File: config.mk
export PLATFORM = sky130hd
export DESIGN_NAME = sdram_bist
export DESIGN_NICKNAME = d
export VERILOG_FILES = /design/src/rtl/sdram_bist_pkg.sv /design/src/rtl/sdram_bist_pattern.sv /design/src/rtl/sdram_bist.sv
export SDC_FILE = /design/constraint.sdc
export NUM_CORES = 1
export LEC_CHECK = 0
export BUFFER_PORTS_ARGS = -buffer_cell sky130_fd_sc_hd__buf_2
export CAP_MARGIN = 10
export CORE_MARGIN = 2
export CORE_UTILIZATION = 53
export CTS_CLUSTER_DIAMETER = 30
export DETAILED_ROUTE_END_ITERATION = 8
export PLACE_DENSITY_LB_ADDON = 0.05
export SLEW_MARGIN = 20
export SYNTH_ARGS = -nofsm -noshare
export SYNTH_HDL_FRONTEND = slang
export SYNTH_SLANG_ARGS = --single-unit
File: constraint.sdc
create_clock -name clk_i -period 9 [get_ports clk_i]
set_clock_uncertainty 0.05 [all_clocks]
set_input_delay 0 -clock clk_i [delete_from_list [all_inputs] [get_ports clk_i]]
set_output_delay 0 -clock clk_i [all_outputs]
set_load 0.02 [all_outputs]
File: src/rtl/sdram_bist_pkg.sv
// Shared types, mode encodings and the test-pattern function for the SDRAM BIST.
package sdram_bist_pkg;

  typedef enum logic [2:0] {
    S_IDLE,
    S_WR,
    S_RD,
    S_RD_WAIT,
    S_GAP,
    S_DONE
  } state_e;

  localparam logic [1:0] MODE_ADDR_INV = 2'd0;  // {~A, A}
  localparam logic [1:0] MODE_ADDR_DUP = 2'd1;  // {A, A}
  localparam logic [1:0] MODE_CHECKER  = 2'd2;  // alternating 5555AAAA / AAAA5555
  localparam logic [1:0] MODE_STRIPE   = 2'd3;  // alternating all-zero / all-one

  localparam logic [31:0] PAT_55AA = 32'h5555AAAA;
  localparam logic [31:0] PAT_AA55 = 32'hAAAA5555;

  // Word expected at address a (already zero-extended to 16 bits) for a given mode.
  function automatic logic [31:0] pattern(input logic [15:0] a, input logic [1:0] mode);
    logic [31:0] p;
    case (mode)
      MODE_ADDR_INV: p = {~a, a};
      MODE_ADDR_DUP: p = {a, a};
      MODE_CHECKER:  p = a[0] ? PAT_AA55 : PAT_55AA;
      MODE_STRIPE:   p = a[0] ? 32'hFFFF_FFFF : 32'h0000_0000;
      default:       p = 32'h0000_0000;
    endcase
    return p;
  endfunction

endpackage

File: src/rtl/sdram_bist_pattern.sv
// Combinational pattern generator; one instance serves as both write data and compare value.
module sdram_bist_pattern
  import sdram_bist_pkg::*;
#(
  parameter int ADDR_W = 16
) (
  input  logic [ADDR_W-1:0] addr_i,
  input  logic [1:0]        mode_i,
  output logic [31:0]       data_o
);

  // Zero-extend the word address and look up the pattern.
  assign data_o = pattern(16'(addr_i), mode_i);

endmodule

File: src/rtl/sdram_bist.sv
// SDRAM BIST sequencer: writes a pattern to every word, reads each back and compares.
// Drives the controller request port directly; one request outstanding at a time.
module sdram_bist
  import sdram_bist_pkg::*;
#(
  parameter int ADDR_W  = 16,
  parameter int GAP     = 1,
  parameter int TIMEOUT = 1023
) (
  input  logic              clk_i,
  input  logic              reset_i,
  input  logic              start_i,
  input  logic [1:0]        mode_i,
  output logic              busy_o,
  output logic              done_o,
  output logic              err_o,
  output logic              timeout_o,
  output logic [15:0]       err_count_o,
  output logic [ADDR_W-1:0] err_addr_o,
  output logic [31:0]       err_data_o,
  output logic              phase_o,
  output logic [ADDR_W-1:0] addr_o,
  output logic [31:0]       data_o,
  output logic              req_o,
  output logic              we_o,
  input  logic              ack_i,
  input  logic              valid_i,
  input  logic [31:0]       q_i
);

  // Counters are loaded with N-1 so that terminal count 0 marks the last cycle.
  localparam logic [15:0] GAP_LOAD = (GAP > 0) ? 16'(GAP - 1) : 16'd0;
  localparam logic [15:0] TO_LOAD  = (TIMEOUT > 0) ? 16'(TIMEOUT - 1) : 16'd0;
  localparam bit          NO_GAP   = (GAP == 0);

  state_e            state_q, state_d;
  logic [ADDR_W-1:0] addr_q, addr_d, err_addr_q, err_addr_d;
  logic [1:0]        mode_q, mode_d;
  logic              phase_q, phase_d, req_q, req_d, we_q, we_d;
  logic              busy_q, busy_d, done_q, done_d, err_q, err_d, timeout_q, timeout_d;
  logic [15:0]       err_count_q, err_count_d, gap_cnt_q, gap_cnt_d, to_cnt_q, to_cnt_d;
  logic [31:0]       err_data_q, err_data_d, pat;
  logic              last_addr, rd_ack, rd_hit, rd_to, rd_done, rd_err;
  state_e            rd_next;

  sdram_bist_pattern #(.ADDR_W(ADDR_W)) u_pattern (
    .addr_i (addr_q),
    .mode_i (mode_q),
    .data_o (pat)
  );

  // A read resolves either on valid (possibly together with its ack) or on timeout.
  assign last_addr = &addr_q;
  assign rd_ack    = (state_q == S_RD) && req_q && ack_i;
  assign rd_hit    = (rd_ack && valid_i) || ((state_q == S_RD_WAIT) && valid_i);
  assign rd_to     = (state_q == S_RD_WAIT) && !valid_i && (to_cnt_q == 16'd0);
  assign rd_done   = rd_hit || rd_to;
  assign rd_err    = rd_to || (rd_hit && (q_i != pat));
  assign rd_next   = last_addr ? S_DONE : (NO_GAP ? S_RD : S_GAP);

  // State register.
  always_ff @(posedge clk_i or posedge reset_i) begin
    if (reset_i) state_q <= S_IDLE;
    else         state_q <= state_d;
  end

  // Next-state logic.
  always_comb begin
    state_d = state_q;
    case (state_q)
      S_IDLE, S_DONE: if (start_i) state_d = S_WR;
      S_WR: begin
        if (req_q && ack_i) begin
          if (!NO_GAP)        state_d = S_GAP;
          else if (last_addr) state_d = S_RD;
        end
      end
      S_RD, S_RD_WAIT: begin
        if (rd_done)     state_d = rd_next;
        else if (rd_ack) state_d = S_RD_WAIT;
      end
      S_GAP: if (gap_cnt_q == 16'd0) state_d = phase_q ? S_RD : S_WR;
      default: state_d = S_IDLE;
    endcase
  end

  // Output / datapath next values.
  always_comb begin
    addr_d      = addr_q;
    phase_d     = phase_q;
    mode_d      = mode_q;
    req_d       = req_q;
    we_d        = we_q;
    busy_d      = busy_q;
    done_d      = done_q;
    err_d       = err_q;
    timeout_d   = timeout_q;
    err_count_d = err_count_q;
    err_addr_d  = err_addr_q;
    err_data_d  = err_data_q;
    gap_cnt_d   = gap_cnt_q;
    to_cnt_d    = to_cnt_q;
    case (state_q)
      S_IDLE, S_DONE: begin
        if (start_i) begin
          addr_d      = '0;
          phase_d     = 1'b0;
          mode_d      = mode_i;
          req_d       = 1'b1;
          we_d        = 1'b1;
          busy_d      = 1'b1;
          done_d      = 1'b0;
          err_d       = 1'b0;
          timeout_d   = 1'b0;
          err_count_d = '0;
          err_addr_d  = '0;
          err_data_d  = '0;
        end
      end
      S_WR: begin
        // With no gap configured we land here with req low for one cycle.
        if (!req_q) begin
          req_d = 1'b1;
          we_d  = 1'b1;
        end else if (ack_i) begin
          req_d     = 1'b0;
          we_d      = 1'b0;
          gap_cnt_d = GAP_LOAD;
          if (last_addr) begin
            addr_d  = '0;
            phase_d = 1'b1;
          end else begin
            addr_d = addr_q + ADDR_W'(1);
          end
        end
      end
      S_RD: begin
        if (!req_q) begin
          req_d = 1'b1;
        end else if (ack_i) begin
          req_d    = 1'b0;
          to_cnt_d = TO_LOAD;
        end
      end
      S_RD_WAIT: if (!valid_i && (to_cnt_q != 16'd0)) to_cnt_d = to_cnt_q - 16'd1;
      S_GAP: begin
        if (gap_cnt_q == 16'd0) begin
          req_d = 1'b1;
          we_d  = ~phase_q;
        end else begin
          gap_cnt_d = gap_cnt_q - 16'd1;
        end
      end
      default: ;
    endcase
    if (rd_done) begin
      if (rd_err) begin
        err_d = 1'b1;
        if (err_count_q != 16'hFFFF) err_count_d = err_count_q + 16'd1;
        if (!err_q) begin
          err_addr_d = addr_q;
          err_data_d = rd_to ? 32'h0 : q_i;
        end
      end
      if (rd_to) timeout_d = 1'b1;
      if (last_addr) begin
        busy_d = 1'b0;
        done_d = 1'b1;
      end else begin
        addr_d    = addr_q + ADDR_W'(1);
        gap_cnt_d = GAP_LOAD;
      end
    end
  end

  // Datapath and registered outputs.
  always_ff @(posedge clk_i or posedge reset_i) begin
    if (reset_i) begin
      addr_q      <= '0;
      phase_q     <= 1'b0;
      mode_q      <= '0;
      req_q       <= 1'b0;
      we_q        <= 1'b0;
      busy_q      <= 1'b0;
      done_q      <= 1'b0;
      err_q       <= 1'b0;
      timeout_q   <= 1'b0;
      err_count_q <= '0;
      err_addr_q  <= '0;
      err_data_q  <= '0;
      gap_cnt_q   <= '0;
      to_cnt_q    <= '0;
    end else begin
      addr_q      <= addr_d;
      phase_q     <= phase_d;
      mode_q      <= mode_d;
      req_q       <= req_d;
      we_q        <= we_d;
      busy_q      <= busy_d;
      done_q      <= done_d;
      err_q       <= err_d;
      timeout_q   <= timeout_d;
      err_count_q <= err_count_d;
      err_addr_q  <= err_addr_d;
      err_data_q  <= err_data_d;
      gap_cnt_q   <= gap_cnt_d;
      to_cnt_q    <= to_cnt_d;
    end
  end

  // Write data is forced to zero outside a pass so every output idles at 0.
  assign data_o      = busy_q ? pat : 32'h0;
  assign busy_o      = busy_q;
  assign done_o      = done_q;
  assign err_o       = err_q;
  assign timeout_o   = timeout_q;
  assign err_count_o = err_count_q;
  assign err_addr_o  = err_addr_q;
  assign err_data_o  = err_data_q;
  assign phase_o     = phase_q;
  assign addr_o      = addr_q;
  assign req_o       = req_q;
  assign we_o        = we_q;

endmodule

==> results.toml, run 1 <==
[outcome]
status = "finished, final reports clean"

[worst_setup_path]
end_kind = "flop"
timing.critical_path.depth = 8
timing.setup.critical_path_class = "flop to flop"
setup.worst_path.start_class = "flop"
crit_path_start = "mode_q[0]"
timing.rr.start = "mode_q[0]"
worst_r2r_path_depth = 8
cp_top_family = "simple AND/OR/NAND/NOR gates"
worst_r2r_endpoint = "err_count_o[13]"
cp.buffers_inverters = 0
timing.reg2reg.setup_slack_ns = 5.34
critPathSlowestCell = "sky130_fd_sc_hd__dfrtp_2"
cp_data_required_time_ns = 9.28
worst_setup_path_end = "err_count_o[13]"
critical_path_arrival_ns = 3.94
timing.critical_path.cells = "xnor2_1 > and3_1 > o22ai_1 > o41ai_1 > nand4bb_1 > nor3_4 > nor2_1 > a211oi_1"
critPathMaxStageDelay_ns = 1.00
critical_path.max_fanout = 43

[synth]
synth.area.top_cells = "sky130_fd_sc_hd__dfrtp_1, sky130_fd_sc_hd__nand2_1, sky130_fd_sc_hd__a22o_1"
postSynthCellCount = 876
synth_enable_flop_cells = 0
async_reset_ff_frac = 1.00
dominantRegCellSynth = "sky130_fd_sc_hd__dfrtp_1"
syn-num-nets = 921
synth-seq-area-share = 0.397
yosys_warnings = 0
synth-seq-cells = 124
synth_largest_type_area_fraction = 0.397
post-synth-top-area-cell = "sky130_fd_sc_hd__dfrtp_1"
synth_cell_types = 81
synth.avg_cell_area_um2 = 8.92
post_synthesis_instance_area_um2 = 7810

[detailed_routing]
drt_drc_violations_left = 0
antenna_viol_nets_final = 0
route.detailed.wl_per_inst_um = 19.0
avgViaCountPerCell = 6.11
drt_first_iter_violations = 768
firstDrtPassIters = 5
vias = 7571
route.final.wire_length_um = 23500

[floorplan]
initial_core_util = 0.539
ioPinCount = 158
design.die.area_um2 = 15700
std_cell_rows = 44
placeableCoreArea_um2 = 14500
floorplan.die.height_um = 125
floorplan.die.width_um = 125

[timing]
worstMarginPinSlew_ns = 0.971
min_period_ns = 3.66
tns_ns = 0
grt_setup_unrepaired = "false"
timing_max_transition_violations_final = 0
worst_slew_margin_rel = 0.353
timing.final.hold_violations = 0
maxClockFrequency_mhz = 274
final_setup_violation_count = 0
final_period_utilization = 0.406

[final_layout]
final_common_cell = "sky130_fd_sc_hd__buf_2"
final_area_um2 = 9610
antenna_cells = 0
finish.utilization = 0.664
fillCellCount = 1225
design.final.nets = 1087
area_delta_synth_final_pct = 23.1
post_route_cells_drive_above_1_share = 0.216
fin_cells = 1239
final_cell_mix = "sky130_fd_sc_hd__buf_2, sky130_fd_sc_hd__dfrtp_1, sky130_fd_sc_hd__nand2_1, sky130_fd_sc_hd__nor2_1, sky130_fd_sc_hd__dlygate4sd3_1"

[cts]
ctsHtreeMaxLevel = 4
clock-sinks = 124
tritoncts_clock_tree = "done"
worst_setup_hold_path_clk_slew_ns = 0.06
post-cts-setup-buffers = 0
cts_repair_resize_count = 0
clk_latency_ns = 0.42
clock_path_buffers = 2
cts_bufs_inserted = 17
cts.root.buffer_cell = "sky130_fd_sc_hd__clkbuf_16"

[grt]
grt.met2_usage = 0.449
grt_util_met1 = 0.439
grt_pass1_vias = 7044
highest_utilization_routing_layer_at_the_global_route_stage = "met2"
globalRouteMet3Util = 0.0578
grt_use_total = 0.302
grt_max_degree = 73
grt_first_pass_wirelength_um = 37900
antenna_found_initial = 0
overflow = 0

[placed_design]
port_buffers = 157
globalplace.congestion = 0.959
dpl-instance-area_um2 = 8630
dp_cells = 1169
total_half_perimeter_wirelength_after_legalization_and_detailed_placement_um = 16100

[worst_hold_path]
hold-path-cell-count = 4
hold_path.class = "input port to flop"

[job]
max-cap-violations = 0

[power]
power.leakage_nw = 4.54
power.ir.vdd_worst_mv = 0.153
power_density_nw_per_um2 = 258
==> logic make-up after synthesis <==
kind of cell	after synthesis	synth area share
simple gates	339	0.230
compound gates	237	0.215
buf+inv	96	0.0561
fa+ha+maj	6	0.00961
mux	25	0.0325
xor+xnor	49	0.0588
flops	124	0.397
==> cells in the mapped netlist (4+ instances only) <==
cell type and n:
sky130_fd_sc_hd__inv_1 34, sky130_fd_sc_hd__a211o_1 12, sky130_fd_sc_hd__or4_1 8, sky130_fd_sc_hd__o22ai_1 5
sky130_fd_sc_hd__nor4_1 12, sky130_fd_sc_hd__o211ai_1 19, sky130_fd_sc_hd__clkbuf_1 33, sky130_fd_sc_hd__nor3_1 22
sky130_fd_sc_hd__a31oi_1 8, sky130_fd_sc_hd__xnor2_1 26, sky130_fd_sc_hd__or2_2 5, sky130_fd_sc_hd__o31ai_1 10
sky130_fd_sc_hd__nand3_1 28, sky130_fd_sc_hd__nand4_1 10, sky130_fd_sc_hd__a21oi_1 36, sky130_fd_sc_hd__nand2_1 95
sky130_fd_sc_hd__mux2i_1 24, sky130_fd_sc_hd__a311oi_1 11, sky130_fd_sc_hd__nor2b_1 20, sky130_fd_sc_hd__o21ai_0 37
sky130_fd_sc_hd__nand3b_1 6, sky130_fd_sc_hd__ha_1 6, sky130_fd_sc_hd__nor2_1 60, sky130_fd_sc_hd__and3_1 11
sky130_fd_sc_hd__o21ai_1 15, sky130_fd_sc_hd__a22o_1 33, sky130_fd_sc_hd__a211oi_1 6, sky130_fd_sc_hd__dfrtp_1 124
sky130_fd_sc_hd__nand2b_1 13, sky130_fd_sc_hd__buf_2 14, sky130_fd_sc_hd__and2_1 13, sky130_fd_sc_hd__nand4b_1 4
sky130_fd_sc_hd__buf_6 7, sky130_fd_sc_hd__a21boi_0 8, sky130_fd_sc_hd__or3_1 9, sky130_fd_sc_hd__xor2_1 20
==> layout make-up <==
class	instances	area (um2)	area share
repair buffers	206	1250	0.130
clock buffers	17	425	0.0443
inverters	37	141	0.0147
flip-flops and latches	124	3100	0.323
clock inverters	15	173	0.0180
well taps	184	230	0.0239
multi-input cells	656	4290	0.446
==> worst min-delay path, stage by stage <==
cell,delay [ns]
sky130_fd_sc_hd__buf_2,0.14
sky130_fd_sc_hd__nor2_1,0.06
sky130_fd_sc_hd__nand2_1,0.18
sky130_fd_sc_hd__nand2_1,0.09
==> how the worst min path moves through the flow <==
stage / slack (ns) / end / start
after CTS: 0.03 / timeout_o / valid_i
after detailed placement: 0.16 / mode_q[0] / mode_i[0]
after global routing: 0.07 / timeout_o / valid_i
final: 0.05 / timeout_o / valid_i
after global placement: 0.18 / req_o / reset_i
after floorplan: 0.06 / mode_q[0] / mode_i[0]
==> state kept, by name (all words and copies together) (netlist names), 2 cells and up <==
name	cells
err_count_o	16
to_cnt_q	16
err_addr_o	16
err_data_o	32
state_q	3
gap_cnt_q	16
addr_o	16
mode_q	2
==> per-stage QoR <==
stage	hold slack (ns)	setup WS, ns	total power, mW
6_report	0.0479	5.34	2.48
2_1_floorplan	0.0554	5.65	1.47
3_3_place_gp	0.179	5.18	1.75
4_1_cts	0.0302	5.10	2.47
5_1_grt	0.0672	5.10	2.63
3_5_place_dp	0.164	5.10	1.75
==> per-layer routing <==
layer,routed length (um),part of all wire
met4,557,0.024
met2,10500,0.44
met3,1960,0.083
met1,10500,0.45
met5,0,0
==> what timing repair did <==
action	4_1_cts	5_1_grt
hold endpoints to repair	108	0
endpoints found under the setup margin	0	0
hold buffers	38	0
==> report_power, final <==
group | total, mW | internal (mW) | switching, mW
clock network | 0.696 | 0.434 | 0.262
logic | 1.05 | 0.387 | 0.659
registers | 0.738 | 0.617 | 0.121
Power figures use the tool's default switching activity.
==> run 2, diff against run 1 <==
==> constraint.sdc (replaced) <==
create_clock -name clk_i -period 3.8 [get_ports clk_i]
set_clock_uncertainty 0.05 [all_clocks]
set_input_delay 0 -clock clk_i [delete_from_list [all_inputs] [get_ports clk_i]]
set_output_delay 0 -clock clk_i [all_outputs]
set_load 0.02 [all_outputs]
==> run 2 against run 1 <==
- register-to-register slack lost 4.9 ns
- routed wire length grew 1.7%
- sequential power grew 140%
- clock power grew 120%
- cell area grew 0.26%
- power grew 130%
- global-route usage grew 0.41 points
- combinational power grew 140%
- first-iteration DRC count shrank 25%
- via count shrank 0.16%
- critical path depth grew 1
- sequential cell count is the same
- critical path type unchanged
- largest cell class unchanged
==> results.toml, run 2 (same netlist as run 1, synthesis figures left out) <==
[outcome]
status = "finished, final reports clean"

[worst_hold_path]
hold_path.class = "input port to flop"
hold-path-cell-count = 4

[cts]
clock-sinks = 124
clk_latency_ns = 0.43
cts.root.buffer_cell = "sky130_fd_sc_hd__clkbuf_16"
post-cts-setup-buffers = 0
cts_bufs_inserted = 17
worst_setup_hold_path_clk_slew_ns = 0.06
ctsHtreeMaxLevel = 4
clock_path_buffers = 2
tritoncts_clock_tree = "done"

[power]
clock_power_share = 0.268
p_switching_mw = 2.48
internal-power_mw = 3.30
power.combinational.fraction = 0.431
seqPwrFrac = 0.301
power_switching_share = 0.429
power.ir.vdd_worst_mv = 0.338
power_density_nw_per_um2 = 599
power.leakage_nw = 4.56

[timing]
tns_ns = 0
min_period_ns = 3.31
final_period_utilization = 0.870
fin_worst_hold_slack_ns = 0.0307
timing.final.hold_violations = 0
grt_setup_unrepaired = "false"
final_setup_violation_count = 0
timing_max_transition_violations_final = 0
maxClockFrequency_mhz = 302
worst_slew_margin_rel = 0.395
final.setup.worst_slack_ns = 0.492
worstMarginPinSlew_ns = 0.907

[worst_setup_path]
critical_path_arrival_ns = 3.61
cp_data_required_time_ns = 4.10
setup.worst_path.start_class = "flop"
end_kind = "flop"
timing.setup.critical_path_class = "flop to flop"
critical_path.max_fanout = 15
worst_r2r_path_depth = 9

[final_layout]
antenna_cells = 0
post_route_cells_drive_above_1_share = 0.223
fillCellCount = 1219
max_reg_flops = 32
final_common_cell = "sky130_fd_sc_hd__buf_2"
area_delta_synth_final_pct = 23.4
design.final.nets = 1095
final_cell_mix = "sky130_fd_sc_hd__buf_2, sky130_fd_sc_hd__dfrtp_1, sky130_fd_sc_hd__nand2_1, sky130_fd_sc_hd__nor2_1"

[floorplan]
ioPinCount = 158
floorplan.die.width_um = 125
std_cell_rows = 44
placeableCoreArea_um2 = 14500
floorplan.die.height_um = 125
initial_core_util = 0.539
design.die.area_um2 = 15700

[detailed_routing]
route.detailed.wl_per_inst_um = 19.2
avgViaCountPerCell = 6.06
drt_drc_violations_left = 0
drt_first_iter_violations = 577
route.final.wire_length_um = 23900
antenna_viol_nets_final = 0
firstDrtPassIters = 5
vias = 7559

[placed_design]
globalplace.congestion = 0.965
place_ws_ns = 0.587
total_half_perimeter_wirelength_after_legalization_and_detailed_placement_um = 16800
port_buffers = 157

[grt]
antenna_found_initial = 0
grt_use_total = 0.306
overflow = 0
grt_first_pass_wirelength_um = 38200
grt_pass1_vias = 6989
grt_max_degree = 66

[job]
max-cap-violations = 0
run 2: changes by cell type in the layout (fill, tap and decap cells not counted), sizes merged:
cell | before | now
inv | 38 | 39
buf | 168 | 177
clkinvlp | 3 | 4
clkinv | 8 | 7
clkbuf | 17 | 18
bufinv | 3 | 1
dlygate4sd3 | 38 | 37
run 2: through the flow:
stage          cells  instance area [um2]   util  power [mW]
2_1_floorplan    876                 7810      -        3.47
3_3_place_gp    1178                 8710  0.601        4.18
3_5_place_dp    1178                 8710  0.601        4.18
4_1_cts         1247                 9640  0.665        5.76
5_1_grt         1247                 9640  0.666        6.09
6_report        1247                 9640  0.666        5.78
run 2: timing repair:
| item | CTS | global route |
|---|---|---|
| hold buffers | 37 | 0 |
| endpoints found under the setup margin | 0 | 0 |
| endpoints found under the hold margin | 96 | 0 |
| resized for setup | 0 | 0 |
run 2: layout make-up:
class / instances / area [um2] / share of cell area
flip-flops and latches: 124 / 3100 / 0.322
inverters: 37 / 141 / 0.0147
multi-input cells: 656 / 4280 / 0.445
clock buffers: 18 / 439 / 0.0456
clock inverters: 14 / 120 / 0.0125
well taps: 184 / 230 / 0.0239
repair buffers: 214 / 1320 / 0.137
run 2: layer usage:
| layer | wire length (um) | share of wire | vias up | GRT usage |
|---|---|---|---|---|
| li1 | - | - | 3551 | - |
| met1 | 11100 | 0.46 | 3640 | 0.451 |
| met2 | 10600 | 0.44 | 327 | 0.462 |
| met3 | 1660 | 0.069 | 41 | 0.0578 |
| met4 | 510 | 0.021 | 0 | 0.0928 |
| met5 | 0 | 0 | - | 0 |
run 2: path summary, 6_finish.rpt:
kind	from	to	slack, ns
min in group asynchronous	reset_i	we_o	0.22
max in group asynchronous	reset_i	mode_q[0]	2.65
worst min-delay path	valid_i	timeout_o	0.03
worst max-delay path	addr_o[0]	addr_o[10]	0.49
worst max register to register	addr_o[0]	addr_o[10]	0.49
worst min register to register	timeout_o	timeout_o	0.44
run 2: worst max-delay path, stage by stage (launching register included):
cell and delay [ns]:
sky130_fd_sc_hd__dfrtp_1 0.69, sky130_fd_sc_hd__buf_4 0.31, sky130_fd_sc_hd__ha_1 0.24, sky130_fd_sc_hd__nand4_1 0.23, sky130_fd_sc_hd__nor3_1 0.43, sky130_fd_sc_hd__and4_1 0.37, sky130_fd_sc_hd__nor2_1 0.14, sky130_fd_sc_hd__nor2_1 0.46
sky130_fd_sc_hd__o21ai_0 0.17, sky130_fd_sc_hd__a21oi_1 0.15
run 2: power by group through the flow:
| stage | sequential (mW) | clock (mW) | combinational [mW] |
|---|---|---|---|
| global placement | 1.75 | 0 | 2.43 |
| CTS | 1.73 | 1.57 | 2.47 |
| global route | 1.77 | 1.63 | 2.70 |
| finish | 1.74 | 1.55 | 2.49 |
| floorplan | 1.61 | 0 | 1.86 |
| detailed placement | 1.75 | 0 | 2.43 |
